**config.mk**
```make
export PLATFORM = sky130hd
export DESIGN_NAME = count_capture_ctrl_flat
export DESIGN_NICKNAME = d
export VERILOG_FILES = /design/src/rtl/count_capture_ctrl_if.sv /design/src/rtl/count_capture_ctrl.sv /design/src/flat_wrapper.sv
export SDC_FILE = /design/constraint.sdc
export NUM_CORES = 1
export LEC_CHECK = 0
export ABC_AREA = 1
export BUFFER_PORTS_ARGS = -buffer_cell sky130_fd_sc_hd__buf_4
export CAP_MARGIN = 20
export CORE_MARGIN = 2
export CORE_UTILIZATION = 55
export DETAILED_ROUTE_END_ITERATION = 7
export GPL_ROUTABILITY_DRIVEN = 0
export PLACE_DENSITY = 0.78
export SLEW_MARGIN = 20
export SYNTH_ARGS = -nofsm -noshare
export SYNTH_HDL_FRONTEND = slang
export SYNTH_SLANG_ARGS = --single-unit
```
**constraint.sdc**
```tcl
create_clock -name clk -period 4.25 [get_ports clk]
set_input_delay 0.2125 -clock clk [delete_from_list [all_inputs] [get_ports clk]]
set_output_delay 0.2125 -clock clk [all_outputs]
set_load 0.01 [all_outputs]
```
**src/rtl/count_capture_ctrl_if.sv**
```systemverilog
// Command, read-port and status bundle for the count capture sequencer.
// The master side issues start/abort and reads; the slave side is the sequencer.
interface count_capture_ctrl_if #(
  parameter int CNT_W = 8,
  parameter int PTR_W = 4
);
  logic             cfg_start;
  logic             cfg_abort;
  logic [CNT_W-1:0] cfg_trig_val;
  logic [PTR_W:0]   cfg_len;
  logic             rd_en;
  logic [PTR_W-1:0] rd_addr;
  logic [CNT_W-1:0] rd_data;
  logic             rd_valid;
  logic [CNT_W-1:0] count;
  logic [PTR_W:0]   cap_len;
  logic             busy;
  logic             done;
  logic             cnt_end;

  modport master (
    output cfg_start, cfg_abort, cfg_trig_val, cfg_len, rd_en, rd_addr,
    input  rd_data, rd_valid, count, cap_len, busy, done, cnt_end
  );

  modport slave (
    input  cfg_start, cfg_abort, cfg_trig_val, cfg_len, rd_en, rd_addr,
    output rd_data, rd_valid, count, cap_len, busy, done, cnt_end
  );
endinterface

```
**src/rtl/count_capture_ctrl.sv**
```systemverilog
// Capture sequencer: runs a free-running counter, waits for a trigger value,
// then records a programmed number of consecutive samples into a small RAM.
module count_capture_ctrl #(
  parameter int CNT_W = 8,
  parameter int DEPTH = 16,
  parameter int PTR_W = 4
) (
  input  logic               clk,
  input  logic               rst_n,
  count_capture_ctrl_if.slave bus
);
  localparam logic [1:0] ST_IDLE    = 2'd0;
  localparam logic [1:0] ST_ARMED   = 2'd1;
  localparam logic [1:0] ST_CAPTURE = 2'd2;
  localparam logic [1:0] ST_DONE    = 2'd3;

  localparam logic [PTR_W:0]   LEN_MAX = (PTR_W+1)'(DEPTH);
  localparam logic [PTR_W:0]   LEN_ONE = (PTR_W+1)'(1);
  localparam logic [PTR_W-1:0] PTR_ONE = PTR_W'(1);

  logic [1:0]       state_reg, state_next;
  logic [CNT_W-1:0] count_reg, count_next;
  logic [CNT_W-1:0] trig_reg, trig_next;
  logic [PTR_W:0]   len_reg, len_next;
  logic [PTR_W:0]   cap_len_reg, cap_len_next;
  logic [PTR_W:0]   cap_len_inc;
  logic [PTR_W-1:0] wr_ptr_reg, wr_ptr_next;
  logic             done_reg, done_next;
  logic             cnt_end_reg, cnt_end_next;
  logic             wr_en;
  logic [PTR_W-1:0] wr_addr;

  logic [CNT_W-1:0] mem [DEPTH];
  logic [CNT_W-1:0] rd_data_reg;
  logic             rd_valid_reg;

  assign cap_len_inc = cap_len_reg + 1'b1;

  always_comb begin
    state_next   = state_reg;
    count_next   = count_reg;
    trig_next    = trig_reg;
    len_next     = len_reg;
    cap_len_next = cap_len_reg;
    wr_ptr_next  = wr_ptr_reg;
    done_next    = done_reg;
    cnt_end_next = 1'b0;
    wr_en        = 1'b0;
    wr_addr      = wr_ptr_reg;

    // Abort wins over everything, including a pending trigger write.
    if (bus.cfg_abort) begin
      state_next = ST_IDLE;
      done_next  = 1'b0;
    end else begin
      case (state_reg)
        ST_IDLE, ST_DONE: begin
          if (bus.cfg_start) begin
            state_next   = ST_ARMED;
            count_next   = '0;
            wr_ptr_next  = '0;
            cap_len_next = '0;
            done_next    = 1'b0;
            trig_next    = bus.cfg_trig_val;
            len_next     = (bus.cfg_len == '0) ? LEN_MAX : bus.cfg_len;
          end
        end
        ST_ARMED: begin
          count_next   = count_reg + 1'b1;
          cnt_end_next = &count_reg;
          if (count_reg == trig_reg) begin
            wr_en        = 1'b1;
            wr_addr      = '0;
            wr_ptr_next  = PTR_ONE;
            cap_len_next = LEN_ONE;
            if (len_reg == LEN_ONE) begin
              state_next = ST_DONE;
              done_next  = 1'b1;
            end else begin
              state_next = ST_CAPTURE;
            end
          end
        end
        ST_CAPTURE: begin
          count_next   = count_reg + 1'b1;
          cnt_end_next = &count_reg;
          wr_en        = 1'b1;
          wr_ptr_next  = wr_ptr_reg + 1'b1;
          cap_len_next = cap_len_inc;
          if (cap_len_inc == len_reg) begin
            state_next = ST_DONE;
            done_next  = 1'b1;
          end
        end
        default: state_next = ST_IDLE;
      endcase
    end
  end

  always_ff @(posedge clk or negedge rst_n) begin
    if (!rst_n) begin
      state_reg   <= ST_IDLE;
      count_reg   <= '0;
      trig_reg    <= '0;
      len_reg     <= LEN_MAX;
      cap_len_reg <= '0;
      wr_ptr_reg  <= '0;
      done_reg    <= 1'b0;
      cnt_end_reg <= 1'b0;
    end else begin
      state_reg   <= state_next;
      count_reg   <= count_next;
      trig_reg    <= trig_next;
      len_reg     <= len_next;
      cap_len_reg <= cap_len_next;
      wr_ptr_reg  <= wr_ptr_next;
      done_reg    <= done_next;
      cnt_end_reg <= cnt_end_next;
    end
  end

  // Memory array is left unreset so it maps onto block RAM.
  always_ff @(posedge clk) begin
    if (wr_en) begin
      mem[wr_addr] <= count_reg;
    end
  end

  always_ff @(posedge clk or negedge rst_n) begin
    if (!rst_n) begin
      rd_data_reg  <= '0;
      rd_valid_reg <= 1'b0;
    end else begin
      rd_valid_reg <= bus.rd_en;
      if (bus.rd_en) begin
        rd_data_reg <= mem[bus.rd_addr];
      end
    end
  end

  assign bus.rd_data  = rd_data_reg;
  assign bus.rd_valid = rd_valid_reg;
  assign bus.count    = count_reg;
  assign bus.cap_len  = cap_len_reg;
  assign bus.busy     = (state_reg == ST_ARMED) || (state_reg == ST_CAPTURE);
  assign bus.done     = done_reg;
  assign bus.cnt_end  = cnt_end_reg;
endmodule

```
**src/flat_wrapper.sv**
```systemverilog
// flat-port wrapper written by rule: the top's interface ports become plain ports
module count_capture_ctrl_flat 
#(
  parameter int CNT_W = 8,
  parameter int DEPTH = 16,
  parameter int PTR_W = 4
)
  (clk, rst_n, bus_cfg_start, bus_cfg_abort, bus_cfg_trig_val, bus_cfg_len, bus_rd_en, bus_rd_addr, bus_rd_data, bus_rd_valid, bus_count, bus_cap_len, bus_busy, bus_done, bus_cnt_end);
  count_capture_ctrl_if #(.CNT_W(CNT_W), .PTR_W(PTR_W)) bus_i ();
  input  logic clk;
  input  logic rst_n;
  input wire logic [$bits(bus_i.cfg_start)-1:0] bus_cfg_start;
  input wire logic [$bits(bus_i.cfg_abort)-1:0] bus_cfg_abort;
  input wire logic [$bits(bus_i.cfg_trig_val)-1:0] bus_cfg_trig_val;
  input wire logic [$bits(bus_i.cfg_len)-1:0] bus_cfg_len;
  input wire logic [$bits(bus_i.rd_en)-1:0] bus_rd_en;
  input wire logic [$bits(bus_i.rd_addr)-1:0] bus_rd_addr;
  output wire logic [$bits(bus_i.rd_data)-1:0] bus_rd_data;
  output wire logic [$bits(bus_i.rd_valid)-1:0] bus_rd_valid;
  output wire logic [$bits(bus_i.count)-1:0] bus_count;
  output wire logic [$bits(bus_i.cap_len)-1:0] bus_cap_len;
  output wire logic [$bits(bus_i.busy)-1:0] bus_busy;
  output wire logic [$bits(bus_i.done)-1:0] bus_done;
  output wire logic [$bits(bus_i.cnt_end)-1:0] bus_cnt_end;
  assign bus_i.cfg_start = bus_cfg_start;
  assign bus_i.cfg_abort = bus_cfg_abort;
  assign bus_i.cfg_trig_val = bus_cfg_trig_val;
  assign bus_i.cfg_len = bus_cfg_len;
  assign bus_i.rd_en = bus_rd_en;
  assign bus_i.rd_addr = bus_rd_addr;
  assign bus_rd_data = bus_i.rd_data;
  assign bus_rd_valid = bus_i.rd_valid;
  assign bus_count = bus_i.count;
  assign bus_cap_len = bus_i.cap_len;
  assign bus_busy = bus_i.busy;
  assign bus_done = bus_i.done;
  assign bus_cnt_end = bus_i.cnt_end;
  count_capture_ctrl #(.CNT_W(CNT_W), .DEPTH(DEPTH), .PTR_W(PTR_W)) u_core (.clk(clk), .rst_n(rst_n), .bus(bus_i));
endmodule
```
### Yosys cells after proc, flatten, opt, wreduce, memory -nomap -nowiden

Memories as Yosys holds them, arrays and structs flattened. A register that Yosys moved wholly into a read port is not among the register bits.
Index checks and enable logic that the tools add are counted.

* output and inout bits: 25
* input port bits: 22
* memories kept: 1
* memory bits (writable): 128
* flip-flop bits (word level): 35
* word-level logic and storage cells: 69

Memory list
* u_core.mem: words 16, width 8, rd ports 1, clocked after Yosys merged registers in 1, wr ports 1, RTL line count_capture_ctrl.sv:33 `logic [CNT_W-1:0] mem [DEPTH];`

* add/sub/neg operators: 3
* eq/ne operators: 12
* mux-type cells: 31
* bitwise logic cells: 1
* reduce and logical (&&, ||, !) cells: 12

Operator list (count)
* 4-bit 2-to-1 mux: 5
* 8-bit one-hot mux with 2 select lines: 1
* 5-bit 2-to-1 mux: 3
* 5-bit one-hot mux with 3 select lines: 1
* 1-bit 2-to-1 mux: 12
* 4-bit one-hot mux with 3 select lines: 1
* 3-bit by 2-bit != test with 1-bit output (second input constant): 3
* 3-bit AND reduction: 3
* 8-bit by 1-bit adder with 8-bit output (second input constant): 1
* 8-bit equality test: 1
* 2-bit 2-to-1 mux: 4
* 8-bit 2-to-1 mux: 1
* 8-bit AND reduction: 1
* 2-bit one-hot mux with 3 select lines: 1
* 5-bit by 1-bit adder with 5-bit output (second input constant): 1
* 5-bit by 1-bit equality test with 1-bit output (second input constant): 1
* 5-bit equality test: 1
* 5-bit logical NOT: 1
* 4-bit by 1-bit adder with 4-bit output (second input constant): 1
* 2-bit equality test (second input constant): 2
* 4-bit AND reduction: 1
* 2-bit OR reduction: 2
* 3-bit != test (second input constant): 1
* 1-bit one-hot mux with 3 select lines: 1
* other kinds (9): 9

### Depth between registers and ports, before layout

* depth after elaboration: 6
* gate-level depth with buffers: 12
* gate-level depth less buffers: 12

### Worst setup path before layout

OpenSTA, ideal clock, no wires.

* path type: flip-flop to flip-flop
* start: register u_core.count_reg[5] (netlist: u_core.bus.count[5])
* end: memory u_core.mem[0][0] (enable)
* period minus slack after synthesis: 2240 ps
* library setup time: 370 ps
* stages on the path, launching flop included: 8
* path buffers: 0
* required time: 3880 ps
* data arrival time: 1870 ps
* path slack: 2010 ps
* path through: dfrtp_1 xnor2_1 nand2_1 nor2_4 nand3_4 a21oi_4 nand3_2 nor2_1

* longest elaborated chain between the ends: 6
* elaborated cells between the ends (all ways): 9
* those cells by class: eq/ne (1); mux (8)

RTL lines
* start: declaration: RTL line count_capture_ctrl.sv:22 `logic [CNT_W-1:0] count_reg, count_next;`
* start signal: assignment: RTL line count_capture_ctrl.sv:112 `count_reg <= count_next;`
* 8-bit equality test (*): RTL line count_capture_ctrl.sv:71 `if (count_reg == trig_reg) begin`
* 1-bit 2-to-1 mux: RTL line count_capture_ctrl.sv:71
* 1-bit one-hot mux with 2 select lines: RTL line count_capture_ctrl.sv:56 `case (state_reg)`
* 1-bit 2-to-1 mux: RTL line count_capture_ctrl.sv:52 `if (bus.cfg_abort) begin`
* 1-bit 2-to-1 mux: RTL line count_capture_ctrl.sv:124 `if (wr_en) begin`
* 1-bit 2-to-1 mux (not written as such): RTL line count_capture_ctrl.sv:125 `mem[wr_addr] <= count_reg;`
* end: declaration: RTL line count_capture_ctrl.sv:33

Mark *: on every way between the ends. The rest lies on a longest branch, timed or not.

### Final worst setup path

* start: register u_core.count_reg[6] (netlist: u_core.bus.count[6])
* end: memory u_core.mem[10][7] (enable)

Same word-level chain as after synthesis.

==> run summary <==
Post-CTS Setup Bufs: 0
Main synth FF type: edfxtp_1
Reg with most FFs: u_core.mem
Seq/Total Area, Yosys: 66.9%
Worst reg2reg setup slack: 1.73 ns
Reg2Reg Launch Point: u_core.bus.count[6]
PwrDens: 514 mW/mm2
Synthesized Nets: 667
Tcrit/Tclk final: 59.4%
Num CTS Buffers: 17
RSZ-0062 raised after global routing: false
Final Hold Violating Endpoints: 0
Multi-input gate area: 0.00218 mm2
1st-iter DRT viols: 607
CTS HTree Levels: 4
I/O pin count: 47
# rows: 42
DRC errors left: 0
Total track usage: 24.1%
Total core area: 0.0131 mm2
Max-slew violation count: 0
Die area: 0.0143 mm2
Hold Crit Depth: 1
Final Util: 65.0%
CP Data Required Time: 4.30 ns
Clock Latency Late Sink: 0.42 ns
IO buf count: 46
Dpl hpwl: 10,400 um
Syn Area/Cell: 11.5 um2
Setup Viol. Count Final: 0
CP Class: flip-flop to flip-flop
Commonest non-fill, non-tap cell in the layout: edfxtp_1
Final Critical Period: 2.52 ns
Syn Std Cell Area: 0.00736 mm2
Largest net degree at the start of global routing: 66
Peak supply drop: 0.292 mV
Min-delay src: bus_rd_en
Leakage: 3.19 nW
# diodes: 0
Fillers: 971
Crit path from: u_core.bus.count[6]
Initial antenna violation count: 0
Ratio of cells with drive above 1 in the final layout: 14.0%
Die W: 120 um
Status: finished, final reports clean
Clock transition at path regs: 0.06 ns
Crit start category: flip-flop
Worst rel slew slack: 32.2%
Max FFs per register: 128
Nets@finish: 722
Grt ovf: 0
Clk_skew: 0.00841 ns
CTS tree: built
Crit end category: flip-flop
Hold Path End: u_core.bus.rd_valid
Final WL: 16,600 um
Most frequent cells in the layout: edfxtp_1 (128), nand2_1 (109), nor2_1 (73), buf_4 (54), dfrtp_1 (42)
Number of cells on the worst reg-to-reg path: 8
Clock root buffer: clkbuf_16
Cell variety after synth: 40
Reg-to-Reg End: u_core.mem[10][7]
Maxcap violations: 0
First-pass GRT wire length: 25,900 um
Area grow syn2layout: 15.9%
Critical Path AT: 2.57 ns
Slew at the pin with the worst max-slew slack: 1.02 ns
Mapped Cells: 640
Vias per inst: 5.78
Initial Util: 56.0%
FF/Latch Area: 0.00492 mm2
Number of global-route vias before repair: 4,916
Hold Crit Class: primary input to flip-flop
Synth Warn #: 0
Mean routed wirelength per cell: 18.7 um
Post-DRT Antenna Nets: 0
DIE HEIGHT: 120 um
Ys async rst share: 25.1%
Post-synth EDFFs: 128
Sum Neg Setup Slack: 0 ns
DRT Pass-1 Iters: 5
F_max: 396 MHz
CP Max Fanout: 21
CTS max path bufs: 2
CTS sink cnt: 171
Via count of the routed design: 5,111
Flops & latches, synth: 171
synthesized netlist by cell type, types with 8 or more instances:
cell	n	area [um2]
a21o_1	8	60.1
nor2_1	73	274
nand2_1	109	409
clkbuf_1	18	67.6
inv_1	30	113
nand4_1	8	50.1
buf_2	8	40.0
o211ai_1	16	120
xnor2_1	9	78.8
a31oi_1	8	50.1
a21oi_1	13	65.1
o21a_1	16	120
nand3_1	40	200
dfrtp_1	42	1050
edfxtp_1	128	3840
o221ai_1	8	70.1
o21ai_0	39	195
o21bai_1	24	180
report_power, final:
| part | switching, W | leakage [nW] | total, W | internal, W |
|---|---|---|---|---|
| Sequential | 0.0000911 | 1.72 | 0.00206 | 0.00197 |
| Clock | 0.000612 | 0.257 | 0.00147 | 0.000856 |
| Combinational | 0.000562 | 1.21 | 0.000853 | 0.000291 |
| Total | 0.00127 | 3.19 | 0.00438 | 0.00312 |
critical path, stage by stage (launching register included):
cell     delay (ns)
dfrtp_1        0.37
buf_4          0.22
xnor2_1        0.17
nand2_1        0.07
nor2_2         0.22
nand3_4        0.14
a21oi_4        0.24
nand2_2        0.10
nor2_1         0.60
cell families (layout without fill, tap and decap cells):
logic type,count (synthesis),count (layout),share of synthesized area [%]
and+or+nand+nor,246,246,14.4
DFF,171,171,66.9
AOI/OAI and AO/OA,143,143,12.9
xor gates and xnor gates,12,12,1.43
buffers and inverters,63,131,3.50
adders and majority gates,5,5,0.850
layer usage:
layer | track usage (%) | part of all wire, %
met1 | 33.2 | 43
met2 | 36.9 | 47
met3 | 5.04 | 7.4
met4 | 11.8 | 2.8
met5 | 0 | 0
how the worst max path moves through the flow:
stage | to | slack (ns) | cells after the start
6_report | u_core.mem[10][7] | 1.73 | 8
5_1_grt | u_core.mem[10][7] | 1.51 | 8
4_1_cts | u_core.mem[11][7] | 1.71 | 8
3_5_place_dp | u_core.mem[11][0] | 1.71 | 8
3_3_place_gp | u_core.mem[11][0] | 1.83 | 8
2_1_floorplan | u_core.mem[0][0] | 2.01 | 7
per-stage QoR:
stage / hold WS (ns) / total power [W] / setup slack, ns / area (um2) / std cells
6_report: 0.0262 / 0.00438 / 1.73 / 8530 / 884
5_1_grt: 0.00864 / 0.00456 / 1.51 / 8530 / 884
4_1_cts: 0.00673 / 0.00439 / 1.71 / 8530 / 884
3_5_place_dp: 0.254 / 0.00293 / 1.71 / 7850 / 840
3_3_place_gp: 0.242 / 0.00290 / 1.83 / 7850 / 840
2_1_floorplan: -0.0831 / 0.00262 / 2.01 / 7360 / 640
area by class of cell:
class | instances | share of cell area, %
Clock buffer | 19 | 5.07
Timing Repair Buffer | 66 | 6.16
Sequential cell | 171 | 57.7
Tap cell | 176 | 2.58
Multi-Input combinational cell | 406 | 25.6
Clock inverter | 13 | 1.50
Inverter | 33 | 1.45
timing repair:
item,4_1_cts,5_1_grt
hold endpoints to repair,53,0
hold buffers,12,0
gates resized for setup,0,0
Note: power is estimated with default switching activity, not from simulation.
